[config.mk]
export PLATFORM = sky130hd
export DESIGN_NAME = popcount_stream
export DESIGN_NICKNAME = d
export VERILOG_FILES = /design/src/rtl/popcount_stream.sv
export SDC_FILE = /design/constraint.sdc
export NUM_CORES = 1
export LEC_CHECK = 0
export CAP_MARGIN = 0
export CELL_PAD_IN_SITES_DETAIL_PLACEMENT = 0
export CELL_PAD_IN_SITES_GLOBAL_PLACEMENT = 1
export CORE_ASPECT_RATIO = 1.4
export CORE_UTILIZATION = 38
export DETAILED_ROUTE_END_ITERATION = 12
export GPL_ROUTABILITY_DRIVEN = 0
export PLACE_DENSITY = 0.88
export SETUP_SLACK_MARGIN = 0.2
export SLEW_MARGIN = 20
export SYNTH_ARGS = -nofsm -noshare
export SYNTH_HDL_FRONTEND = slang
export SYNTH_SLANG_ARGS = --single-unit
[constraint.sdc]
create_clock -name clk -period 3.05 [get_ports clk]
set_input_delay 0.305 -clock clk [delete_from_list [all_inputs] [get_ports clk]]
set_output_delay 0.305 -clock clk [all_outputs]
set_load 0.01 [all_outputs]
[src/rtl/popcount_stream.sv]
// Streaming 7-bit chunk popcount with per-frame saturating total.
// Two registers deep: S1 chunk count, then accumulate into the output register.
module popcount_stream #(
    parameter int CNT_W = 8
) (
    input  logic             clk,
    input  logic             rst,
    input  logic [6:0]       in_data,
    input  logic             in_valid,
    input  logic             in_last,
    output logic             in_ready,
    output logic [CNT_W-1:0] out_count,
    output logic             out_sat,
    output logic             out_valid,
    input  logic             out_ready
);

    localparam logic EMPTY = 1'b0;
    localparam logic FULL  = 1'b1;

    localparam logic [CNT_W-1:0] CNT_MAX = '1;

    function automatic logic [2:0] popcount7(input logic [6:0] d);
        logic [2:0] c;
        c = 3'd0;
        for (int i = 0; i < 7; i++) begin
            c = c + {2'b00, d[i]};
        end
        return c;
    endfunction

    logic             s1_valid;
    logic             s1_last;
    logic [2:0]       s1_cnt;
    logic [CNT_W-1:0] acc;
    logic             acc_sat;
    logic             out_state;

    logic             s1_adv;
    logic             in_fire;
    logic             out_fire;
    logic [CNT_W:0]   sum;
    logic [CNT_W-1:0] nxt;
    logic             nxt_sat;

    assign out_valid = (out_state == FULL);
    assign out_fire  = out_valid && out_ready;

    // Only a last chunk needs the output slot, so only it can stall S1
    assign s1_adv   = s1_valid && !(s1_last && out_valid && !out_ready);
    assign in_ready = !s1_valid || s1_adv;
    assign in_fire  = in_valid && in_ready;

    assign sum = {1'b0, acc} + {{(CNT_W-2){1'b0}}, s1_cnt};

    always_comb begin
        nxt     = sum[CNT_W-1:0];
        nxt_sat = acc_sat;
        if (sum[CNT_W]) begin
            nxt     = CNT_MAX;
            nxt_sat = 1'b1;
        end
    end

    always_ff @(posedge clk) begin
        if (rst) begin
            s1_valid <= 1'b0;
            s1_last  <= 1'b0;
            s1_cnt   <= 3'd0;
        end else if (in_fire) begin
            s1_valid <= 1'b1;
            s1_last  <= in_last;
            s1_cnt   <= popcount7(in_data);
        end else if (s1_adv) begin
            s1_valid <= 1'b0;
        end
    end

    always_ff @(posedge clk) begin
        if (rst) begin
            acc     <= '0;
            acc_sat <= 1'b0;
        end else if (s1_adv) begin
            if (s1_last) begin
                acc     <= '0;
                acc_sat <= 1'b0;
            end else begin
                acc     <= nxt;
                acc_sat <= nxt_sat;
            end
        end
    end

    // A last retirement during a take replaces the result and stays FULL
    always_ff @(posedge clk) begin
        if (rst) begin
            out_state <= EMPTY;
            out_count <= '0;
            out_sat   <= 1'b0;
        end else if (s1_adv && s1_last) begin
            out_state <= FULL;
            out_count <= nxt;
            out_sat   <= nxt_sat;
        end else if (out_fire) begin
            out_state <= EMPTY;
        end
    end

endmodule

==> metrics.yaml, run 1 <==
worst_slew_pin_slew_ns: 0.7278
critPathMaxStageDelay_ns: 0.49
cts_hold_buf: 0
muxShareOfSynthArea: 0.03296
dr.pass1.iters: 4
syn_inst: 132
post-route-min-period_ns: 2.696
cts_num_sinks: 24
wl_per_cell_um: 13.24
crit_top_cell: "fa_1"
synthSimpleGateAreaFrac: 0.1885
ys_seq_elements: 24
cpMaxStageDelayCell: "fa_1"
netlist_top_cells_count: "24 x dfxtp_1, 20 x nor2_1, 11 x inv_1, 10 x a21oi_1, 7 x nor3_1"
pin_count: 23
clock_latency_ns: 0.26
hold_depth: 2
hp-class: "flop to flop"
grt_overflow: 0
antenna_found_initial: 0
ir_drop_v: 0.0002009
wirelength_mm: 2.528
outcome: "finished clean"
worstPathCellList: "clkdlybuf4s50_1, inv_1, fa_1, fa_1, inv_1, fa_1, fa_1, mux2i_1, nor2_1"
synth_area_leaders: "dfxtp_1 40%, fa_1 8.2%, nor2_1 6.2%, a21oi_1 4.1%, o2bb2ai_1 3.6%"
synth-edff-count: 0
clock.fmax_mhz: 370.9
synthXorXnorAreaFrac: 0.02163
r2r_setup_slack_ns: 1.10
drt_iter0_markers: 25
htreeDepth: 1
port_buffers: 22
worstSetupStartpointType: "input port"
dpl.hpwl_mm: 1.980
post-place-ws_ns: 0.05316
critPathCaptureType: "flop"
critical_path_class: "input port to flop"
dieArea_mm2: 0.003430
fin_crit_sh: 0.8839
hold_start: "acc[2]"
synth_top_area_share: 0.3955
critPathArrivalTime_ns: 2.82
synth_compound_area_frac: 0.2019
fin_tns_setup_ns: 0
cts.path.max_buffers: 2
cts_resized: 0
cp_data_required_time_ns: 3.18
core_area_mm2: 0.002964
clk_pin_slew_ns: 0.08
yosysMostFrequentCell: "dfxtp_1"
cts_root_buf: "clkbuf_8"
cts_made_buffers: 3
synth_top_family_by_area: "compound AO/OA/AOI/OAI gates"
slew_viol_final: 0
async_reset_ff_frac: 0
diodes: 0
hold-path-endpoint: "acc[2]"
viasPerCell: 5.408
via_count: 1033
maxCapViolations: 0
synth_nets: 152
drc: 0
grt_pass1_wl_mm: 4.305
hold_viol: 0
syn_avg_cell_area_um2: 9.204
num_rows: 23
initial_core_util: 0.4099
yosys_most_used_dff: "dfxtp_1"
die_w_um: 49.79
fin_skew_ns: 0.002327
synth.distinct_cells: 40
worst_slack_ns: 0.3540
grt_pass1_vias: 930
total_power_mw: 0.6080
cts_tree: "yes"
grt_usage: 0.1651
dieHeight_um: 68.90
ys_warn_count: 0
total_leakage_power_nw: 0.5977
cts_setup_buffers: 0
syn_area_mm2: 0.001215
ant_nets: 0
nNetsFinal: 176
setup_viol: 0
synthAdderAreaFrac: 0.1133
syn2layout_area_growth_pct: 24.10
r2r_end: "out_count[5]"
power.density_mw_per_mm2: 403.3
yosys.area.top_type: "dfxtp_1"
grt_max_degree: 19
rsz0062_at_grt: "no"
r2r_cells: 6
r2r-start: "s1_cnt[0]"
max_slew_margin: 0.5097
critPathMaxFanout: 1
drive_above_1_share: 0.05844
seq_area_frac_synth: 0.3955
-- power breakdown --
group	switching [mW]	internal (mW)
Clock	0.0931	0.0881
Sequential	0.0101	0.324
Combinational	0.0482	0.0443
Total	0.151	0.457
-- metrics by stage --
step                      hold slack [ns]    util  instance area [um2]  instances
after floorplan                    0.4006       -                 1215        132
after global placement             0.4430  0.4947                 1466        188
after detailed placement           0.4536  0.4947                 1466        188
after CTS                          0.4685  0.5087                 1508        191
after global routing               0.4955  0.5087                 1508        191
final                              0.4638  0.5087                 1508        191
-- cells by family after synthesis --
group                    after synthesis
adder cells (fa/ha/maj)                8
XOR/XNOR                               3
AO/OA/AOI/OAI                         35
buffers and inverters                 14
multiplexers                           4
AND/OR/NAND/NOR                       44
flip-flops                            24
-- flip-flops by register name, summed over array words and instances, names as in the netlist --
name       cells
acc_sat        1
out_count      8
s1_cnt         3
s1_valid       1
out_valid      1
s1_last        1
out_sat        1
acc            8
-- layer usage --
metal / wire, um / GRT usage / vias to the layer above
met1: 1079 / 0.1976 / 492
met2: 1342 / 0.3041 / 27
met3: 68 / 0.01535 / 4
met5: 0 / 0 / -
met4: 38 / 0.06429 / 0
li1: - / - / 510
-- area by class of cell --
cell class              instances  area, um2
fillers                       288       1456
multi-input cells              94      678.2
flip-flops and latches         24      480.5
repair buffers                 22      220.2
well taps                      37      46.29
clock buffers                   3      41.29
inverters                      11      41.29
-- worst max-delay path, delay by kind of cell --
family / cells / cell delay, ns
AND/OR/NAND/NOR: 1 / 0.05
buffers and inverters: 3 / 0.56
multiplexers: 1 / 0.13
adder cells (fa/ha/maj): 4 / 1.78
-- cell usage in the layout, fill, tap and decap left out, types with 2 or more instances in the layout --
cell	n
nor2_1	20
inv_1	11
nand2_1	5
a21o_1	2
a211oi_1	2
xor2_1	2
a21oi_1	10
o2bb2ai_1	5
o21ai_0	5
mux2i_1	4
clkbuf_8	3
nor2b_1	2
ha_1	3
dfxtp_1	24
clkdlybuf4s50_1	22
nor3_1	7
fa_1	5
-- worst max path at each step --
stage               startpoint         to  slack [ns]
floorplan           in_data[0]  s1_cnt[1]        0.63
global placement    in_data[0]  s1_cnt[1]        0.12
detailed placement  in_data[0]  s1_cnt[1]        0.05
CTS                 in_data[0]  s1_cnt[1]        0.33
global route        in_data[0]  s1_cnt[1]        0.30
finish              in_data[0]  s1_cnt[1]        0.35
Note: power is estimated with default switching activity, not from simulation.
==> inputs of run 2 (changes only) <==
--- a/config.mk
+++ b/config.mk
@@ -10,11 +10,11 @@
 export CELL_PAD_IN_SITES_GLOBAL_PLACEMENT = 1
 export CORE_ASPECT_RATIO = 1.4
 export CORE_UTILIZATION = 38
+export CTS_CLUSTER_SIZE = 16
 export DETAILED_ROUTE_END_ITERATION = 12
 export GPL_ROUTABILITY_DRIVEN = 0
 export PLACE_DENSITY = 0.88
 export SETUP_SLACK_MARGIN = 0.2
-export SLEW_MARGIN = 20
 export SYNTH_ARGS = -nofsm -noshare
 export SYNTH_HDL_FRONTEND = slang
 export SYNTH_SLANG_ARGS = --single-unit
==> results of run 2 <==
No change in the layout: final DEF, timing and power equal those of run 1.
==> inputs of run 3 (changes only) <==
--- a/config.mk
+++ b/config.mk
@@ -14,7 +14,6 @@
 export DETAILED_ROUTE_END_ITERATION = 12
 export GPL_ROUTABILITY_DRIVEN = 0
 export PLACE_DENSITY = 0.88
-export SETUP_SLACK_MARGIN = 0.2
 export SYNTH_ARGS = -nofsm -noshare
 export SYNTH_HDL_FRONTEND = slang
 export SYNTH_SLANG_ARGS = --single-unit
==> results of run 3 <==
No change in the layout: final DEF, timing and power equal those of run 1.
